## src/rtl/asic_ram_arbiter.sv

```systemverilog
// Fixed-priority arbiter (video > DMA > CPU) for the single-port ASIC RAM,
// with a CPU starvation guard and a tagged read-return pipeline.
module asic_ram_arbiter #(
    parameter int ADDR_W       = 14,
    parameter int RD_LAT       = 1,
    parameter int CPU_MAX_WAIT = 4
) (
    input  logic              clk_sys,
    input  logic              reset,
    input  logic              enable,
    input  logic              vid_req,
    input  logic [ADDR_W-1:0] vid_addr,
    output logic              vid_ack,
    output logic              vid_valid,
    output logic [7:0]        vid_q,
    input  logic              dma_req,
    input  logic [ADDR_W-1:0] dma_addr,
    output logic              dma_ack,
    output logic              dma_valid,
    output logic [7:0]        dma_q,
    input  logic              cpu_req,
    input  logic              cpu_we,
    input  logic [ADDR_W-1:0] cpu_addr,
    input  logic [7:0]        cpu_din,
    output logic              cpu_ack,
    output logic              cpu_valid,
    output logic [7:0]        cpu_q,
    output logic              cpu_wait,
    output logic [ADDR_W-1:0] ram_addr,
    output logic              ram_rd,
    output logic              ram_wr,
    output logic [7:0]        ram_din,
    input  logic [7:0]        ram_q
);

    localparam int CNT_W = $clog2(CPU_MAX_WAIT + 1);
    localparam int TAG_D = RD_LAT + 1;
    localparam logic [CNT_W-1:0] CNT_MAX = CNT_W'(CPU_MAX_WAIT);

    typedef enum logic [1:0] {
        ID_VID = 2'd0,
        ID_DMA = 2'd1,
        ID_CPU = 2'd2
    } req_id_e;

    typedef struct packed {
        logic    vld;
        req_id_e id;
    } tag_t;

    logic [ADDR_W-1:0] ram_addr_q, ram_addr_d;
    logic              ram_rd_q, ram_rd_d;
    logic              ram_wr_q, ram_wr_d;
    logic [7:0]        ram_din_q, ram_din_d;
    logic              vid_ack_q, dma_ack_q, cpu_ack_q;
    logic [CNT_W-1:0]  cpu_cnt_q, cpu_cnt_d;
    tag_t              tag_q [TAG_D];
    tag_t              tag_d [TAG_D];
    logic              vid_valid_q, vid_valid_d;
    logic              dma_valid_q, dma_valid_d;
    logic              cpu_valid_q, cpu_valid_d;
    logic [7:0]        vid_data_q, vid_data_d;
    logic [7:0]        dma_data_q, dma_data_d;
    logic [7:0]        cpu_data_q, cpu_data_d;

    logic vid_el, dma_el, cpu_el, cpu_force;
    logic gnt_vid, gnt_dma, gnt_cpu;
    tag_t tag_exit;

    // A requester whose ack is currently high is masked, so a held request
    // cannot issue twice and each client gets at most one slot per 2 cycles.
    always_comb begin
        vid_el    = enable & vid_req & ~vid_ack_q;
        dma_el    = enable & dma_req & ~dma_ack_q;
        cpu_el    = enable & cpu_req & ~cpu_ack_q;
        cpu_force = cpu_el && (cpu_cnt_q == CNT_MAX);
        gnt_vid   = 1'b0;
        gnt_dma   = 1'b0;
        gnt_cpu   = 1'b0;
        if (cpu_force)   gnt_cpu = 1'b1;
        else if (vid_el) gnt_vid = 1'b1;
        else if (dma_el) gnt_dma = 1'b1;
        else if (cpu_el) gnt_cpu = 1'b1;
    end

    always_comb begin
        ram_addr_d = ram_addr_q;
        if (gnt_vid)      ram_addr_d = vid_addr;
        else if (gnt_dma) ram_addr_d = dma_addr;
        else if (gnt_cpu) ram_addr_d = cpu_addr;
        ram_rd_d  = gnt_vid | gnt_dma | (gnt_cpu & ~cpu_we);
        ram_wr_d  = gnt_cpu & cpu_we;
        ram_din_d = (gnt_cpu & cpu_we) ? cpu_din : ram_din_q;

        // Counter holds while enable is low because cpu_el is then 0.
        cpu_cnt_d = cpu_cnt_q;
        if (!cpu_req || gnt_cpu)
            cpu_cnt_d = '0;
        else if (cpu_el && (cpu_cnt_q != CNT_MAX))
            cpu_cnt_d = cpu_cnt_q + CNT_W'(1);
    end

    always_comb begin
        tag_d[0].vld = ram_rd_d;
        tag_d[0].id  = gnt_vid ? ID_VID : (gnt_dma ? ID_DMA : ID_CPU);
        for (int i = 1; i < TAG_D; i++)
            tag_d[i] = tag_q[i-1];

        tag_exit    = tag_q[TAG_D-1];
        vid_valid_d = tag_exit.vld && (tag_exit.id == ID_VID);
        dma_valid_d = tag_exit.vld && (tag_exit.id == ID_DMA);
        cpu_valid_d = tag_exit.vld && (tag_exit.id == ID_CPU);
        vid_data_d  = vid_valid_d ? ram_q : vid_data_q;
        dma_data_d  = dma_valid_d ? ram_q : dma_data_q;
        cpu_data_d  = cpu_valid_d ? ram_q : cpu_data_q;
    end

    always_ff @(posedge clk_sys or posedge reset) begin
        if (reset) begin
            ram_addr_q  <= '0;
            ram_rd_q    <= 1'b0;
            ram_wr_q    <= 1'b0;
            ram_din_q   <= '0;
            vid_ack_q   <= 1'b0;
            dma_ack_q   <= 1'b0;
            cpu_ack_q   <= 1'b0;
            cpu_cnt_q   <= '0;
            for (int i = 0; i < TAG_D; i++)
                tag_q[i] <= '0;
            vid_valid_q <= 1'b0;
            dma_valid_q <= 1'b0;
            cpu_valid_q <= 1'b0;
            vid_data_q  <= '0;
            dma_data_q  <= '0;
            cpu_data_q  <= '0;
        end else begin
            ram_addr_q  <= ram_addr_d;
            ram_rd_q    <= ram_rd_d;
            ram_wr_q    <= ram_wr_d;
            ram_din_q   <= ram_din_d;
            vid_ack_q   <= gnt_vid;
            dma_ack_q   <= gnt_dma;
            cpu_ack_q   <= gnt_cpu;
            cpu_cnt_q   <= cpu_cnt_d;
            for (int i = 0; i < TAG_D; i++)
                tag_q[i] <= tag_d[i];
            vid_valid_q <= vid_valid_d;
            dma_valid_q <= dma_valid_d;
            cpu_valid_q <= cpu_valid_d;
            vid_data_q  <= vid_data_d;
            dma_data_q  <= dma_data_d;
            cpu_data_q  <= cpu_data_d;
        end
    end

    assign ram_addr  = ram_addr_q;
    assign ram_rd    = ram_rd_q;
    assign ram_wr    = ram_wr_q;
    assign ram_din   = ram_din_q;
    assign vid_ack   = vid_ack_q;
    assign dma_ack   = dma_ack_q;
    assign cpu_ack   = cpu_ack_q;
    assign vid_valid = vid_valid_q;
    assign dma_valid = dma_valid_q;
    assign cpu_valid = cpu_valid_q;
    assign vid_q     = vid_data_q;
    assign dma_q     = dma_data_q;
    assign cpu_q     = cpu_data_q;
    assign cpu_wait  = cpu_req & ~cpu_ack_q;

endmodule

```

## config.mk

```make
export PLATFORM = sky130hd
export DESIGN_NAME = asic_ram_arbiter
export DESIGN_NICKNAME = d
export VERILOG_FILES = /design/src/rtl/asic_ram_arbiter.sv
export SDC_FILE = /design/constraint.sdc
export NUM_CORES = 1
export LEC_CHECK = 0
export BUFFER_PORTS_ARGS = -buffer_cell sky130_fd_sc_hd__clkbuf_2
export CAP_MARGIN = 20
export CORE_MARGIN = 5
export CORE_UTILIZATION = 52
export DETAILED_ROUTE_END_ITERATION = 12
export GPL_TIMING_DRIVEN = 0
export PLACE_DENSITY = 0.95
export SYNTH_ARGS = -nofsm -noshare
export SYNTH_HDL_FRONTEND = slang
export SYNTH_SLANG_ARGS = --single-unit
```

## constraint.sdc

```tcl
create_clock -name clk_sys -period 4.65 [get_ports clk_sys]
set_input_delay 0.465 -clock clk_sys [delete_from_list [all_inputs] [get_ports clk_sys]]
set_output_delay 0.465 -clock clk_sys [all_outputs]
set_load 0.02 [all_outputs]
```

==> metrics <==
hold_buf cts=0; clk sinks=62; Die Height=84.7 µm; initial antenna violation count=0; post-CTS resize count=0; synth top area cells=dfrtp_1 53%, nand2_1 8.2%, mux2_4 4.1%, a41oi_1 3.6%, nor3b_1 3.4%; top_reg_cell synth=dfrtp_1; worst min-delay path category=in2async; Clock Latency Late Sink=0.33 ns; Nets=477; syn nets=346; Post-Route Utilization=70.4%; CTS buffer count=9; R2R setup slack=2.90 ns; skew final=0.00939 ns; RePlAce Congestion=0.879; status=finished, final reports clean; CTS tree=done; router iterations before antenna repair=4; commonest cells in the netlist=63 x nand2_1, 62 x dfrtp_1, 19 x nor2_1; Worst Tran Pin Value=0.688 ns; GRT Total Usage=22.8%; DR vias/cell=5.53; Arr. time, crit path=1.29 ns; fin crit share=37.7%; synth warn=0; type of origin of the critical path=register; Largest stage delay, worst path=0.40 ns; vias=2695; core area=5470 µm²; Clock Path Buffers=2; total die area=7170 µm²; number of remaining DRC errors=0; Finish-stage setup viols=0; worst vdd ir=201 µV; Yosys top cell by area=dfrtp_1; worst path cell trace=nand2b_1, inv_1, clkbuf_2; Final Hold Violating Endpoints=0; IO Pins=120; initial core utilization=53.0%; Site Rows=27; Critical Path RT=4.18 ns; top cell type's share of synthesized area=53.5%; leakage power=1.97 nW; Syn Area/Cell=10.4 µm²; Tot Pwr=1.73 mW; critical path class=reg2out; clk root buf=clkbuf_8; HPWL after DPL=6.00 mm; count leader, synth=nand2_1; PortBufs=119; first-pass GRT wire length=13.1 mm; crit path max-delay cell type=dfrtp_1; Max Cap Viol=0; Clk pin slew, worst setup/hold paths=0.07 ns; DRT iter0 DRCs=130; Power Dens Cells=449 nW/µm²; synth unique cells=37; Antenna Violating Nets Remaining=0; Inserted Diodes=0; Overflow after GRT=0; Filler cells=437; fraction of layout cells with a size suffix above 1=40.2%; f_max=571 MHz; Crit Path Max Fanout=5; DIE WIDTH=84.7 µm; H-tree levels=3; Final Max Tran Viols=0; TNS Setup=0 ns; Post-Synthesis Cells=279; pin count of the biggest net entering global routing=34; RSZ-0062 raised after global routing=no; Synth-to-Final Area Change=32.8%; final WL=7.89 mm; R2R cell count=7; minimum clock period=1.75 ns; Synth Register Bits=62; vias in the first global route=2757; synthesized area=2900 µm²; Routed WL per cell=16.2 µm; setup ws final=2.90 ns; Setup Buffers After CTS=0; dpl ws=2.80 ns; max_slew headroom=54.0%; asr flop ratio synth=100%; number of synthesized flops with an enable pin=0; sequential area share after synthesis=53.5%; CP endpoint kind=output port
[worst paths after layout]
check | from | endpoint
worst max-delay path | cpu_ack | cpu_wait
worst min-delay path | reset | dma_q[0]
worst max register to register | cpu_cnt_q[0] | ram_addr[0]
worst min register to register | tag_d[1] | tag_exit[1]
max in group asynchronous | reset | tag_d[1]
min in group clk_sys | cpu_we | tag_d[2]
[report_power, final]
part	internal, mW	switching, mW
combinational	0.177	0.276
sequential	0.642	0.0599
clock	0.370	0.206
[cell families (layout without fill, tap and decap cells)]
family	after synthesis	after routing	share of synthesized area [%]
XOR/XNOR	1	1	0.302
AO/OA/AOI/OAI	50	50	12.7
adder cells (fa/ha/maj)	2	2	0.862
AND/OR/NAND/NOR	129	129	22.5
flip-flops	62	62	53.5
multiplexers	16	16	7.24
buffers and inverters	19	155	2.93
[critical path: cells and delay by family, from the launching register on]
kind,cells,cell delay (ns)
buf+inv,2,0.34
flops,1,0.40
simple gates,1,0.21
[sequential cells by signal, summed over array words and instances (netlist names)]
name,count
tag_d,3
dma_q,8
dma_valid,1
cpu_valid,1
vid_q,8
cpu_ack,1
cpu_q,8
ram_addr,14
dma_ack,1
vid_ack,1
cpu_cnt_q,3
vid_valid,1
tag_exit,3
ram_din,8
ram_wr,1
[layout by cell type, fill, tap and decap left out, types with 4 or more instances in the layout]
| master | count |
|---|---|
| clkbuf_2 | 120 |
| nand2_1 | 63 |
| dfrtp_1 | 62 |
| nor2_1 | 19 |
| o21ai_0 | 16 |
| nor3b_1 | 13 |
| o21bai_1 | 12 |
| and3_1 | 12 |
| a41oi_1 | 12 |
| clkbuf_8 | 10 |
| mux2_2 | 8 |
| mux2_4 | 8 |
| clkbuf_1 | 6 |
| buf_2 | 4 |
| nand3b_1 | 4 |
| nor3_1 | 4 |
[routing by layer]
layer / global-route usage [%] / part of all wire [%] / vias up
li1: - / - / 1230
met1: 28.6 / 40 / 1293
met2: 37.0 / 50 / 154
met3: 6.58 / 8.3 / 18
met4: 9.35 / 1.9 / 0
met5: 0 / 0 / -
[through the flow]
step,cells,instance area [µm²],hold slack (ns)
final,487,3850,0.214
after global routing,487,3850,0.257
after floorplan,279,2900,0.331
after global placement,470,3590,0.334
after detailed placement,471,3610,0.337
after CTS,487,3850,0.220
[area by class of cell]
class	count	area [µm²]	share of cell area, %
inverters	6	22.5	0.584
flip-flops and latches	62	1550	40.3
repair buffers	120	616	16.0
clock inverters	6	109	2.82
multi-input cells	198	1260	32.8
clock buffers	10	138	3.57
plain buffers	13	62.6	1.62
well taps	72	90.1	2.34
Note: power is estimated with default switching activity, not from simulation.
